**src/rtl/pwm_breath_sequencer.sv**
```systemverilog
`default_nettype none
// ============================================================================
// Module      : pwm_breath_sequencer
// Description : 8-LED PWM driver whose duty ramps up, holds, ramps down and
//               holds again while enabled ("breathing"). Define ANTIPHASE_EN
//               to drive odd LEDs with the inverted duty.
// Revision    : 1.0 - initial release
// ============================================================================
module pwm_breath_sequencer #(
    parameter int CLK_FREQ     = 25_000_000,
    parameter int PWM_FREQ     = 1_000,
    parameter int DUTY_STEP    = 4,
    parameter int STEP_PERIODS = 4,
    parameter int HOLD_PERIODS = 64
) (
    input  logic       clk,
    input  logic       rst_n,
    input  logic       enable,
    output logic [7:0] leds,
    output logic [7:0] duty,
    output logic [2:0] state,
    output logic       frame_end
);

    localparam int PRESCALE = CLK_FREQ / (PWM_FREQ * 256);
    localparam int PS_W     = (PRESCALE > 1) ? $clog2(PRESCALE) : 1;
    localparam int MAX_P    = (STEP_PERIODS > HOLD_PERIODS) ? STEP_PERIODS : HOLD_PERIODS;
    localparam int FC_W     = (MAX_P > 1) ? $clog2(MAX_P) : 1;

    localparam logic [PS_W-1:0] PS_LAST   = PS_W'(PRESCALE - 1);
    localparam logic [FC_W-1:0] STEP_LAST = FC_W'(STEP_PERIODS - 1);
    localparam logic [FC_W-1:0] HOLD_LAST = FC_W'(HOLD_PERIODS - 1);
    localparam logic [8:0]      STEP9     = 9'(DUTY_STEP);

    typedef enum logic [2:0] {
        S_IDLE      = 3'd0,
        S_RAMP_UP   = 3'd1,
        S_HOLD_HI   = 3'd2,
        S_RAMP_DOWN = 3'd3,
        S_HOLD_LO   = 3'd4
    } state_t;

    logic [PS_W-1:0] presc_q;
    logic [7:0]      pwm_cnt_q;
    logic [7:0]      duty_q;
    logic [7:0]      duty_next_q;
    logic [FC_W-1:0] frame_cnt_q;
    state_t          state_q;
    logic [7:0]      leds_q;
    logic [7:0]      leds_d;

    logic       tick;
    logic       frame_end_w;
    logic [8:0] up_sum;
    logic [7:0] up_sat;
    logic [7:0] dn_sat;

    assign tick        = (presc_q == PS_LAST);
    assign frame_end_w = tick && (pwm_cnt_q == 8'hFF);

    // Saturating step arithmetic; the 9-bit sum catches overflow past 255.
    assign up_sum = {1'b0, duty_next_q} + STEP9;
    assign up_sat = up_sum[8] ? 8'hFF : up_sum[7:0];
    assign dn_sat = ({1'b0, duty_next_q} > STEP9) ? (duty_next_q - STEP9[7:0]) : 8'h00;

`ifdef ANTIPHASE_EN
    logic cmp_even;
    logic cmp_odd;
    assign cmp_even = (pwm_cnt_q < duty_q);
    assign cmp_odd  = (pwm_cnt_q < (8'hFF - duty_q));
    always_comb begin
        leds_d = '0;
        if (state_q != S_IDLE) begin
            leds_d = {cmp_odd, cmp_even, cmp_odd, cmp_even,
                      cmp_odd, cmp_even, cmp_odd, cmp_even};
        end
    end
`else
    always_comb begin
        leds_d = {8{pwm_cnt_q < duty_q}};
    end
`endif

    always_ff @(posedge clk or negedge rst_n) begin
        if (!rst_n) begin
            presc_q   <= '0;
            pwm_cnt_q <= '0;
            duty_q    <= '0;
            leds_q    <= '0;
        end else begin
            presc_q <= tick ? '0 : presc_q + PS_W'(1);
            if (tick) begin
                pwm_cnt_q <= pwm_cnt_q + 8'd1;
            end
            // Duty only changes at the frame boundary so no pulse is ever cut short.
            if (frame_end_w) begin
                duty_q <= duty_next_q;
            end
            leds_q <= leds_d;
        end
    end

    always_ff @(posedge clk or negedge rst_n) begin
        if (!rst_n) begin
            state_q     <= S_IDLE;
            duty_next_q <= '0;
            frame_cnt_q <= '0;
        end else if (frame_end_w) begin
            if ((state_q != S_IDLE) && !enable) begin
                state_q     <= S_IDLE;
                duty_next_q <= '0;
                frame_cnt_q <= '0;
            end else begin
                case (state_q)
                    S_IDLE: begin
                        duty_next_q <= '0;
                        frame_cnt_q <= '0;
                        if (enable) begin
                            state_q <= S_RAMP_UP;
                        end
                    end
                    S_RAMP_UP: begin
                        if (frame_cnt_q == STEP_LAST) begin
                            frame_cnt_q <= '0;
                            duty_next_q <= up_sat;
                            if (up_sat == 8'hFF) begin
                                state_q <= S_HOLD_HI;
                            end
                        end else begin
                            frame_cnt_q <= frame_cnt_q + FC_W'(1);
                        end
                    end
                    S_HOLD_HI: begin
                        if (frame_cnt_q == HOLD_LAST) begin
                            frame_cnt_q <= '0;
                            state_q     <= S_RAMP_DOWN;
                        end else begin
                            frame_cnt_q <= frame_cnt_q + FC_W'(1);
                        end
                    end
                    S_RAMP_DOWN: begin
                        if (frame_cnt_q == STEP_LAST) begin
                            frame_cnt_q <= '0;
                            duty_next_q <= dn_sat;
                            if (dn_sat == 8'h00) begin
                                state_q <= S_HOLD_LO;
                            end
                        end else begin
                            frame_cnt_q <= frame_cnt_q + FC_W'(1);
                        end
                    end
                    S_HOLD_LO: begin
                        if (frame_cnt_q == HOLD_LAST) begin
                            frame_cnt_q <= '0;
                            state_q     <= S_RAMP_UP;
                        end else begin
                            frame_cnt_q <= frame_cnt_q + FC_W'(1);
                        end
                    end
                    default: begin
                        state_q     <= S_IDLE;
                        duty_next_q <= '0;
                        frame_cnt_q <= '0;
                    end
                endcase
            end
        end
    end

    assign leds      = leds_q;
    assign duty      = duty_q;
    assign state     = state_q;
    assign frame_end = frame_end_w;

endmodule
`default_nettype wire

```
**config.mk**
```make
export PLATFORM = sky130hd
export DESIGN_NAME = pwm_breath_sequencer
export DESIGN_NICKNAME = d
export VERILOG_FILES = /design/src/rtl/pwm_breath_sequencer.sv
export SDC_FILE = /design/constraint.sdc
export NUM_CORES = 1
export LEC_CHECK = 0
export ABC_CLOCK_PERIOD_IN_PS = 2200
export BUFFER_PORTS_ARGS = -buffer_cell sky130_fd_sc_hd__buf_2
export CORE_MARGIN = 3
export CORE_UTILIZATION = 40
export CTS_CLUSTER_SIZE = 30
export DETAILED_ROUTE_END_ITERATION = 16
export SYNTH_ARGS = -nofsm -noshare
export SYNTH_HDL_FRONTEND = slang
export SYNTH_SLANG_ARGS = --single-unit
```
**constraint.sdc**
```tcl
create_clock -name clk -period 2.2 [get_ports clk]
set_input_delay 0.11 -clock clk [delete_from_list [all_inputs] [get_ports clk]]
set_output_delay 0.11 -clock clk [all_outputs]
set_load 0.01 [all_outputs]
```
# After elaboration in Yosys (flattened, before gate mapping)

Cells that the tools add are included.
Widths: inputs -> output; s select.

$add $sub $neg: 5
Magnitude comparators: 2
Reduce and logical (&&, ||, !) cells: 10
Equal/unequal tests: 17
Mux-type cells: 20

Operators by type and width:

| cell                | number |
|---|---|
| $mux 8              | 5 |
| $mux 3              | 8 |
| $pmux 8 s3          | 1 |
| $ne 3x3->1 const B  | 7 |
| $mux 6              | 3 |
| $eq 8x8->1 const B  | 2 |
| $pmux 3 s5          | 1 |
| $pmux 6 s2          | 1 |
| $add 8x3->9 const B | 1 |
| $add 8x1->8 const B | 1 |
| $gt 8x3->1 const B  | 1 |
| $logic_not 8->1     | 1 |
| $lt 8x8->1          | 1 |
| $reduce_and 8->1    | 1 |
| $sub 8x3->8 const B | 1 |
| $add 7x1->7 const B | 1 |
| $eq 7x7->1 const B  | 1 |
| $mux 7              | 1 |
| $add 6x1->6 const B | 1 |
| $eq 3x2->1 const B  | 2 |
| $eq 6x2->1 const B  | 1 |
| $eq 6x6->1 const B  | 1 |
| $reduce_and 4->1    | 1 |
| $reduce_or 2->1     | 2 |
| 7 further kinds     | 8 |

Input port bits: 3
Flip-flop bits (word level): 41
Output and inout port bits: 20
Logic and storage cells: 61

# Depth between registers and ports, before layout

Gate-level depths: netlist of the first run.

Word-level depth: 7
Mapped depth: 9
Depth with buffers taken out: 8

# Worst setup path after synthesis of the first run

OpenSTA, ideal clock, no wires.

Path type: register -> register
Start point: register duty_next_q[2]
End point: register state_q[0], in the netlist state[0]
Slack: 0.408 ns
Buffers on the path: 0
Setup time: 0.128 ns
Required time: 2.072 ns
Cell stages (with the launch flop): 9
Arrival: 1.665 ns
Clock period less this slack: 1.792 ns
Cells stage by stage: dfrtp_1 > inv_1 > ha_1 > xnor2_1 > nand4_1 > nor3_1 > a21oi_2 > a311oi_1 > a21oi_1

Longest elaborated chain between the ends: 5
Elaborated cells between the ends (all ways): 10
Those cells by class: add/sub (2); order compare (1); eq/ne (3); mux (2); reduce/logical (2)

Ends and longest elaborated chain:

| what                                          | line     | RTL |
|---|---|---|
| start: declaration                            | 46       | `logic [7:0] duty_next_q;` |
| start signal: assignment                      | 125      | `duty_next_q <= up_sat;` |
| start signal: assignment                      | 144      | `duty_next_q <= dn_sat;` |
| $add 8x3->9 (tied with other cells)           | 62       | `assign up_sum = {1'b0, duty_next_q} + STEP9;` |
| $mux 8, on equally long branches              | 63, 64   |  |
| $eq 8x8->1 or $logic_not 8->1 (tied branches) | 126, 145 |  |
| $ne 3x3->1 (no source line)                   | -        |  |
| $reduce_and 8->1 (no source line) (*)         | -        |  |
| end signal: assignment                        | 127      | `state_q <= S_HOLD_HI;` |
| end signal: assignment                        | 136      | `state_q <= S_RAMP_DOWN;` |
| end signal: assignment                        | 146      | `state_q <= S_HOLD_LO;` |
| end: declaration                              | 48       | `state_t state_q;` |

Every way passes the cells marked *; elsewhere a longest branch is shown, timed or not.
A chain may end at the register's enable or synchronous reset.

# Worst setup path after layout of the first run

Same ends and word-level chain as after synthesis.

==> flow_summary_export.csv, run 1 <==
group,metric,value,unit
outcome,status,"completed",
clock_network,clk_latency,290,ps
min_path,hold_depth,2,
die,die_w,86.4,um
cells_and_area,layout-drive-gt1-share,0.169,
synth,yosysSeqAreaShare,0.397,
synth,synth_flop_cell,"dfrtp_1",
drt,vias,2013,
critical_path,rr_endpoint,"state[0]",
clock_network,cts.path.max_buffers,2,
timing,slew-limit-headroom,0.664,
critical_path,cp-end-kind,"register",
cells_and_area,final_common_cell,"dfrtp_1",
die,row_count,28,
die,pin_count,23,
cells_and_area,diodes,0,
synth,ys_ff_latch,41,
die,die_area,7460,um^2
synth,synth_area,2580,um^2
min_path,holdCritStartpoint,"enable",
die,start_util,0.424,
cells_and_area,fin_nets,317,
critical_path,r2r_start,"duty_next_q[2]",
cells_and_area,post-route-util,0.461,
global_routing,grt_max_degree,22,
min_path,hp-class,"in -> reg",
synth,syn-num-nets,301,
timing,slew_viol_final,0,
global_routing,overflow,0,
synth,ys_warn_count,0,
clock_network,postCtsSetupBuffers,0,
global_routing,grt_pass1_wl,9.38,mm
die,die_y,86.4,um
clock_network,cts_root_buffer,"clkbuf_8",
power_and_ir_drop,ir_drop,0.353,mV
drt,wl,5.29,mm
place,place_hpwl,3.83,mm
place,io_buffers,22,
timing,final.setup_skew,6.18,ps
die,core-area,6100,um^2
synth,syn_avg_cell_area,9.10,um^2
critical_path,path_max_fanout,9,
clock_network,cts_made_buffers,5,
timing,hold_viol,0,
place,gp_congestion,0.895,
critical_path,crit_required,2380,ps
timing,period_share,0.930,
clock_network,h-tree-depth,2,
timing,period_needed,2050,ps
global_routing,grt.total_usage,0.155,
min_path,hold_end,"state[2]",
critical_path,cp.arrival,2230,ps
critical_path,crit_type,"reg -> reg",
timing,tns,0,ps
timing,rsz0062_at_grt,"false",
global_routing,antenna_found_initial,0,
timing,tightest_slew,504,ps
synth,synth_edf_count,0,
timing,fmax,489,MHz
synth,synthArstFlopShare,1.00,
cells_and_area,mostFrequentLayoutCells,"dfrtp_1, nand2_1, buf_2",
job,max-cap-violations,0,
global_routing,grt_pass1_vias,2071,
power_and_ir_drop,leakage,0.00130,uW
clock_network,cts.sinks,41,
critical_path,r2r_slack,150,ps
critical_path,reg2reg_depth,8,
synth,ys_types,52,
drt,first_iter_violations,94,
drt,wl_per_cell,14.1,um
drt,post-route-drc-count,0,
drt,first_pass_iters,4,
drt,vias_per_cell,5.35,
clock_network,post_cts_resized,0,
timing,setup_viol,0,
clock_network,tritoncts,"built",
power_and_ir_drop,p_per_area,496,nW/um^2
drt,detail-route-antenna-nets,0,
cells_and_area,area_growth,8.76,%
clock_network,clk_pin_slew_worst_paths,80,ps
power_and_ir_drop,total_power,1390,uW
synth,synth_cells,284,
critical_path,cp-start-kind,"register",
## registers in the layout, summed over array words and instances, names as in the netlist
signal       flops
pwm_cnt_q        8
frame_cnt_q      6
leds             1
state            3
presc_q          7
duty             8
duty_next_q      8
## cells in the mapped netlist (2+ instances only)
master     n  area share
xnor2_1    9       0.030
nor2_1    21       0.030
nand2_1   29       0.042
o31ai_1    2      0.0058
buf_2      7       0.014
nor3b_1    2      0.0058
buf_4      9       0.026
nand4_1    4      0.0097
ha_1      14       0.068
mux2_2     2      0.0087
a21oi_2    3       0.010
nor3_1     9       0.017
and3_4     2      0.0087
inv_1     17       0.025
o22ai_1    5       0.012
nor4_1     2      0.0048
a31oi_1    2      0.0048
nand3_1   18       0.035
xor2_1     7       0.024
a21oi_1   11       0.021
and3_1     5       0.012
mux2i_1    3       0.012
nand2b_1   5       0.012
nor2b_1    4      0.0097
buf_6      3       0.013
o21ai_0   20       0.039
a22o_1     3       0.010
dfrtp_1   41        0.40
a31o_1     2      0.0068
## layer usage
layer | vias to the layer above | global-route usage | share of wire | routed length, um
met5 | - | 0 | 0 | 0
met4 | 0 | 0.0453 | 0.011 | 58
met3 | 7 | 0.0276 | 0.036 | 191
met2 | 38 | 0.251 | 0.47 | 2460
met1 | 949 | 0.213 | 0.49 | 2570
li1 | 1019 | - | - | -
## report_power, final
part	total, uW	switching (uW)	leakage, uW	internal (uW)
logic	31.8	24.2	0.000706	7.62
registers	753	0	0.000538	753
clock network	609	268	0.0000554	341
## repair_timing
item / 4_1_cts / 5_1_grt
endpoints found under the hold margin: 20 / 0
hold buffers: 1 / 0
endpoints found under the setup margin: 0 / 0
## metrics by stage
stage          cells  setup slack [ps]  hold slack, ps  instance area, um^2
6_report         376               153             202                 2810
3_3_place_gp     367               189             112                 2690
2_1_floorplan    284               408            -186                 2580
3_5_place_dp     367               150             115                 2690
4_1_cts          376               144             197                 2810
5_1_grt          376              2.89             206                 2810
## worst max-delay path, stage by stage, from the launching register on
cell and delay [ps]:
dfrtp_1 530, inv_1 150, ha_1 310, xnor2_1 180
nand4_1 110, nor3_1 240, a21oi_2 90, a311oi_1 230
a21oi_1 100
## worst max-delay path by stage
stage	startpoint	endpoint	slack, ps
2_1_floorplan	duty_next_q[2]	state[0]	410
3_3_place_gp	duty_next_q[2]	state[0]	190
3_5_place_dp	duty_next_q[2]	state[0]	150
4_1_cts	presc_q[0]	frame_end	140
5_1_grt	presc_q[0]	frame_end	3
6_report	duty_next_q[2]	state[0]	150
## cell type report
| type | count | area (um^2) |
|---|---|---|
| clock inverters | 2 | 38.8 |
| multi-input cells | 207 | 1360 |
| flip-flops and latches | 41 | 1030 |
| clock buffers | 6 | 72.6 |
| inverters | 17 | 63.8 |
| well taps | 75 | 93.8 |
| fillers | 600 | 3280 |
| repair buffers | 28 | 158 |
## kinds of logic (layout without fill, tap and decap cells)
group	after synthesis	count (layout)	synth area share
simple gates	112	112	0.232
flops	41	41	0.397
fa+ha+maj	14	14	0.0678
xor+xnor	16	16	0.0542
compound gates	60	60	0.152
mux	5	5	0.0203
buf+inv	36	53	0.0774
Note: power is estimated with default switching activity, not from simulation.
==> run 2: changes to the inputs <==
CTS_BUF_LIST = sky130_fd_sc_hd__clkbuf_8   (was default)
MAX_ROUTING_LAYER = met4   (was default)
SLEW_MARGIN = 20   (was default)
==> run 2 against run 1 <==
  * Largest power group unchanged
  * Combinational power is essentially flat
  * Sequential share of layout area fell by 0.20 points
  * Sequential power hardly changed
  * Clock skew fell by 1.6 ps
  * Critical path depth down 1
  * Non-clock buffer count increased by 1
==> flow_summary_export.csv, run 2 (synthesis gave the netlist of run 1 again) <==
group,metric,value,unit
outcome,status,"completed",
clock_network,cts_made_buffers,5,
critical_path,cpMaxStageDelayCell,"dfrtp_1",
die,core-area,6100,um^2
clock_network,clk_latency,290,ps
drt,post-route-drc-count,0,
cells_and_area,seq_area,1030,um^2
clock_network,cts.path.max_buffers,2,
critical_path,path_max_fanout,13,
global_routing,grt_pass1_vias,1945,
drt,vias,2030,
place,gp_congestion,0.898,
power_and_ir_drop,ir_drop,0.363,mV
cells_and_area,layout-drive-gt1-share,0.179,
place,place_hpwl,3.78,mm
timing,worst_hold_slack,212,ps
drt,wl_per_cell,14.1,um
timing,fmax,508,MHz
place,placed_cells,368,
drt,wl,5.30,mm
critical_path,crit_type,"reg -> out",
min_path,holdCritStartpoint,"enable",
place,io_buffers,22,
die,die_y,86.4,um
clock_network,h-tree-depth,2,
timing,final.setup_skew,4.53,ps
cells_and_area,post-route-util,0.464,
timing,rsz0062_at_grt,"false",
die,start_util,0.424,
die,pin_count,23,
power_and_ir_drop,p_per_area,500,nW/um^2
drt,first_iter_violations,131,
clock_network,postCtsSetupBuffers,0,
cells_and_area,mostFrequentLayoutCells,"dfrtp_1, nand2_1, buf_2",
cells_and_area,area_growth,9.49,%
global_routing,antenna_found_initial,0,
cells_and_area,multi_input_area,1360,um^2
drt,vias_per_cell,5.38,
cells_and_area,final_cells,377,
timing,period_share,0.895,
timing,slew-limit-headroom,0.635,
critical_path,r2r_start,"duty_next_q[3]",
die,row_count,28,
timing,tns,0,ps
global_routing,grt_max_degree,42,
timing,hold_viol,0,
critical_path,crit_required,2090,ps
cells_and_area,fin_area,2830,um^2
cells_and_area,diodes,0,
min_path,hp-class,"in -> reg",
die,die_area,7460,um^2
clock_network,cts.sinks,41,
timing,period_needed,1970,ps
critical_path,cp-end-kind,"primary output",
critical_path,cp.arrival,1860,ps
global_routing,overflow,0,
drt,first_pass_iters,4,
min_path,hold_end,"state[2]",
global_routing,grt_pass1_wl,8.94,mm
critical_path,cp-start-kind,"register",
cells_and_area,final_common_cell,"dfrtp_1",
cells_and_area,fillers,593,
min_path,hold_depth,2,
timing,setup_viol,0,
place,dpl-instance-area,2700,um^2
job,max-cap-violations,0,
critical_path,worstPathCellList,"inv_1 > ha_1 > nand4b_1 > nor3_2 > and3_4 > buf_4 > buf_2",
clock_network,clk_pin_slew_worst_paths,80,ps
critical_path,rr_endpoint,"duty_next_q[4]",
drt,detail-route-antenna-nets,0,
timing,slew_viol_final,0,
timing,tightest_slew,548,ps
clock_network,cts_root_buffer,"clkbuf_8",
critical_path,reg2reg_depth,7,
die,die_w,86.4,um
global_routing,grt.total_usage,0.152,
critical_path,r2r_slack,250,ps
cells_and_area,fin_nets,318,
clock_network,tritoncts,"built",
power_and_ir_drop,leakage,0.00131,uW
critical_path,slowest_delay,420,ps
[run 2: cell count changes in the layout (fill, tap and decap cells not counted), sizes merged]
cell / previous run / this run
buf: 27 / 28
clkinv: 1 / 0
inv: 17 / 18
[run 2: per-layer routing]
layer	wire length, um	global-route usage	up-vias
li1	-	-	1023
met1	2630	0.211	959
met2	2410	0.228	42
met3	218	0.0295	6
met4	44	0.0425	0
met5	0	-	-
[run 2: repair_timing]
| action | CTS | global route |
|---|---|---|
| setup endpoints to repair | 0 | 2 |
| resized for setup | 0 | 2 |
| hold endpoints to repair | 41 | 0 |
| hold buffers | 1 | 0 |
[run 2: power by group]
part           switching [uW]  internal [uW]  total, uW
clock network             265            366        631
registers                   0            753        753
logic                    24.4           7.62       32.0
[run 2: stage by stage]
step / setup WS [ps] / power [uW]
after floorplan: 408 / 779
after global placement: 215 / 799
after detailed placement: 164 / 800
after CTS: 132 / 1440
after global routing: 110 / 1470
final: 230 / 1420
[run 2: worst max-delay path by stage]
stage | from | endpoint | slack [ps]
final | presc_q[0] | frame_end | 230
after global routing | presc_q[0] | frame_end | 110
after CTS | presc_q[0] | frame_end | 130
after detailed placement | duty_next_q[2] | state[0] | 160
after global placement | duty_next_q[2] | state[0] | 210
after floorplan | duty_next_q[2] | state[0] | 410
[run 2: cell type report]
class | count | share of cell area
Multi-Input combinational cell | 207 | 0.482
Sequential cell | 41 | 0.363
Tap cell | 75 | 0.0332
Clock inverter | 2 | 0.0119
Timing Repair Buffer | 29 | 0.0584
Clock buffer | 6 | 0.0292
Inverter | 17 | 0.0225
[run 2: worst max-delay path: cells and delay by family, from the launching register on]
family,cells,cell delay (ps)
flops,1,420
buf+inv,3,420
fa+ha+maj,1,140
simple gates,3,580
==> run 3: changes to the inputs <==
ABC_CLOCK_PERIOD_IN_PS = 1800   (was 2200)
CORE_ASPECT_RATIO = 1.75   (was default)
clock period = 1.8 ns   (was 2.2 ns; I/O delays follow)
==> run 3 against run 2 <==
  * First-iteration DRC count shrank 44%
  * Clock skew fell by 2.0 ps
  * Clock power down 8.2%
  * Combinational power grew 37%
  * Design area increased by 17%
  * Core utilization up 6.9 points
  * Count of clock-buffer cells in the layout is 1 lower
  * Final cell count up 14%
==> flow_summary_export.csv, run 3 (synthesis gave the netlist of run 1 again) <==
group,metric,value,unit
timing,setup_viol,0,
clock_network,tritoncts,"built",
place,dpl-instance-area,2990,um^2
drt,wl_per_cell,14.9,um
drt,vias_per_cell,5.29,
cells_and_area,fin_nets,366,
timing,final.setup_skew,2.52,ps
die,die_y,112,um
critical_path,path_max_fanout,7,
timing,period_needed,1790,ps
drt,post-route-drc-count,0,
clock_network,clk_pin_slew_worst_paths,80,ps
place,io_buffers,22,
clock_network,cts.sinks,41,
global_routing,grt_pass1_wl,10.7,mm
cells_and_area,final_cells,429,
critical_path,crit_required,1980,ps
clock_network,cts_made_buffers,5,
critical_path,cp-end-kind,"register",
global_routing,top_usage_layer,"met2",
drt,first_pass_iters,4,
critical_path,cp-start-kind,"register",
timing,hold_viol,0,
outcome,status,"completed",
clock_network,clk_latency,290,ps
clock_network,cts.path.max_buffers,2,
timing,tightest_slew,529,ps
place,gp_congestion,0.879,
timing,slew-limit-headroom,0.648,
global_routing,use_met1,0.191,
global_routing,grt_pass1_vias,2293,
die,start_util,0.415,
cells_and_area,final_common_cell,"buf_4",
timing,period_share,0.995,
clock_network,cts_root_buffer,"clkbuf_8",
die,core-area,6230,um^2
global_routing,antenna_found_initial,0,
global_routing,grt_max_degree,42,
min_path,hp-class,"in -> reg",
die,die_area,7500,um^2
die,pin_count,23,
timing,slew_viol_final,0,
cells_and_area,layout-drive-gt1-share,0.355,
power_and_ir_drop,total_power,1540,uW
critical_path,cp.arrival,1970,ps
clock_network,h-tree-depth,2,
cells_and_area,multi_input_area,1490,um^2
cells_and_area,fillers,600,
power_and_ir_drop,ir_drop,0.414,mV
die,row_count,38,
timing,rsz0062_at_grt,"true",
cells_and_area,mostFrequentLayoutCells,"buf_4, dfrtp_1, nand2_1",
place,placed_cells,410,
cells_and_area,fin_area,3320,um^2
global_routing,grt.total_usage,0.190,
drt,wl,6.41,mm
global_routing,overflow,0,
global_routing,grtUsageMet3,0.0260,
drt,vias,2270,
timing,setup_ws,9.81,ps
die,die_w,66.8,um
cells_and_area,area_growth,28.6,%
timing,fmax,559,MHz
cells_and_area,diodes,0,
power_and_ir_drop,leakage,0.00159,uW
job,max-cap-violations,0,
place,pre_cts_ws,-20.2,ps
drt,detail-route-antenna-nets,0,
global_routing,gr-usage-met2,0.351,
power_and_ir_drop,p_per_area,464,nW/um^2
timing,worst_hold_slack,193,ps
critical_path,crit_type,"reg -> reg",
drt,first_iter_violations,74,
place,place_hpwl,4.77,mm
cells_and_area,seq_area,1030,um^2
==> run 3: cell count changes in the layout (fill, tap and decap cells not counted), moves of 3 or more <==
cell / change
buf_4: +42
buf_6: +5
ha_1: -4
ha_2: +3
nand3_1: -3
nor3_1: -3
o21ai_0: -6
o21ai_1: +4
==> run 3: metrics by stage <==
stage           util  setup TNS, ps
3_5_place_dp   0.481          -20.2
4_1_cts        0.511          -75.3
5_1_grt        0.534           -432
6_report       0.534              0
3_3_place_gp   0.481          -7.95
2_1_floorplan      -              0
==> run 3: worst paths after layout <==
check	from	cells past startpoint	to	slack, ps
max in group asynchronous	rst_n	3	presc_q[2]	1040
worst max register to register	pwm_cnt_q[2]	7	duty_next_q[6]	10
worst max-delay path	pwm_cnt_q[2]	7	duty_next_q[6]	10
worst min-delay path	enable	2	state[2]	190
worst min register to register	pwm_cnt_q[7]	1	pwm_cnt_q[7]	500
min in group asynchronous	rst_n	3	duty[7]	390
==> run 3: report_power, final <==
part	total (uW)	internal [uW]	switching, uW
sequential	920	920	0
combinational	43.7	12.0	31.7
clock	579	263	316
total	1540	1200	348
==> run 3: worst max-delay path, cell delays in order (launching register included) <==
cell and delay [ps]:
dfrtp_1 380, and4_4 200, and3_1 190, and3_4 200, buf_8 140, and3_4 160, a31o_1 210, a22o_1 210
==> run 3: final cells by class <==
| cell class | count | area share |
|---|---|---|
| inverter | 17 | 0.0192 |
| clock buffer | 5 | 0.0207 |
| multi-input combinational | 207 | 0.447 |
| sequential | 41 | 0.309 |
| timing repair buffer | 77 | 0.171 |
| tap | 80 | 0.0301 |
| clock inverter | 2 | 0.00377 |
==> run 3: metal layers <==
| metal | part of all wire | routed length (um) |
|---|---|---|
| met5 | 0 | 0 |
| met4 | 0.024 | 155 |
| met3 | 0.015 | 99 |
| met2 | 0.59 | 3780 |
| met1 | 0.37 | 2380 |
==> run 3: timing repair <==
item	in CTS	in global routing
resized for setup	14	27
hold buffers	1	0
hold endpoints to repair	41	0
cloned	0	0
setup endpoints to repair	6	25
setup buffers	6	5
pin swaps	7	12
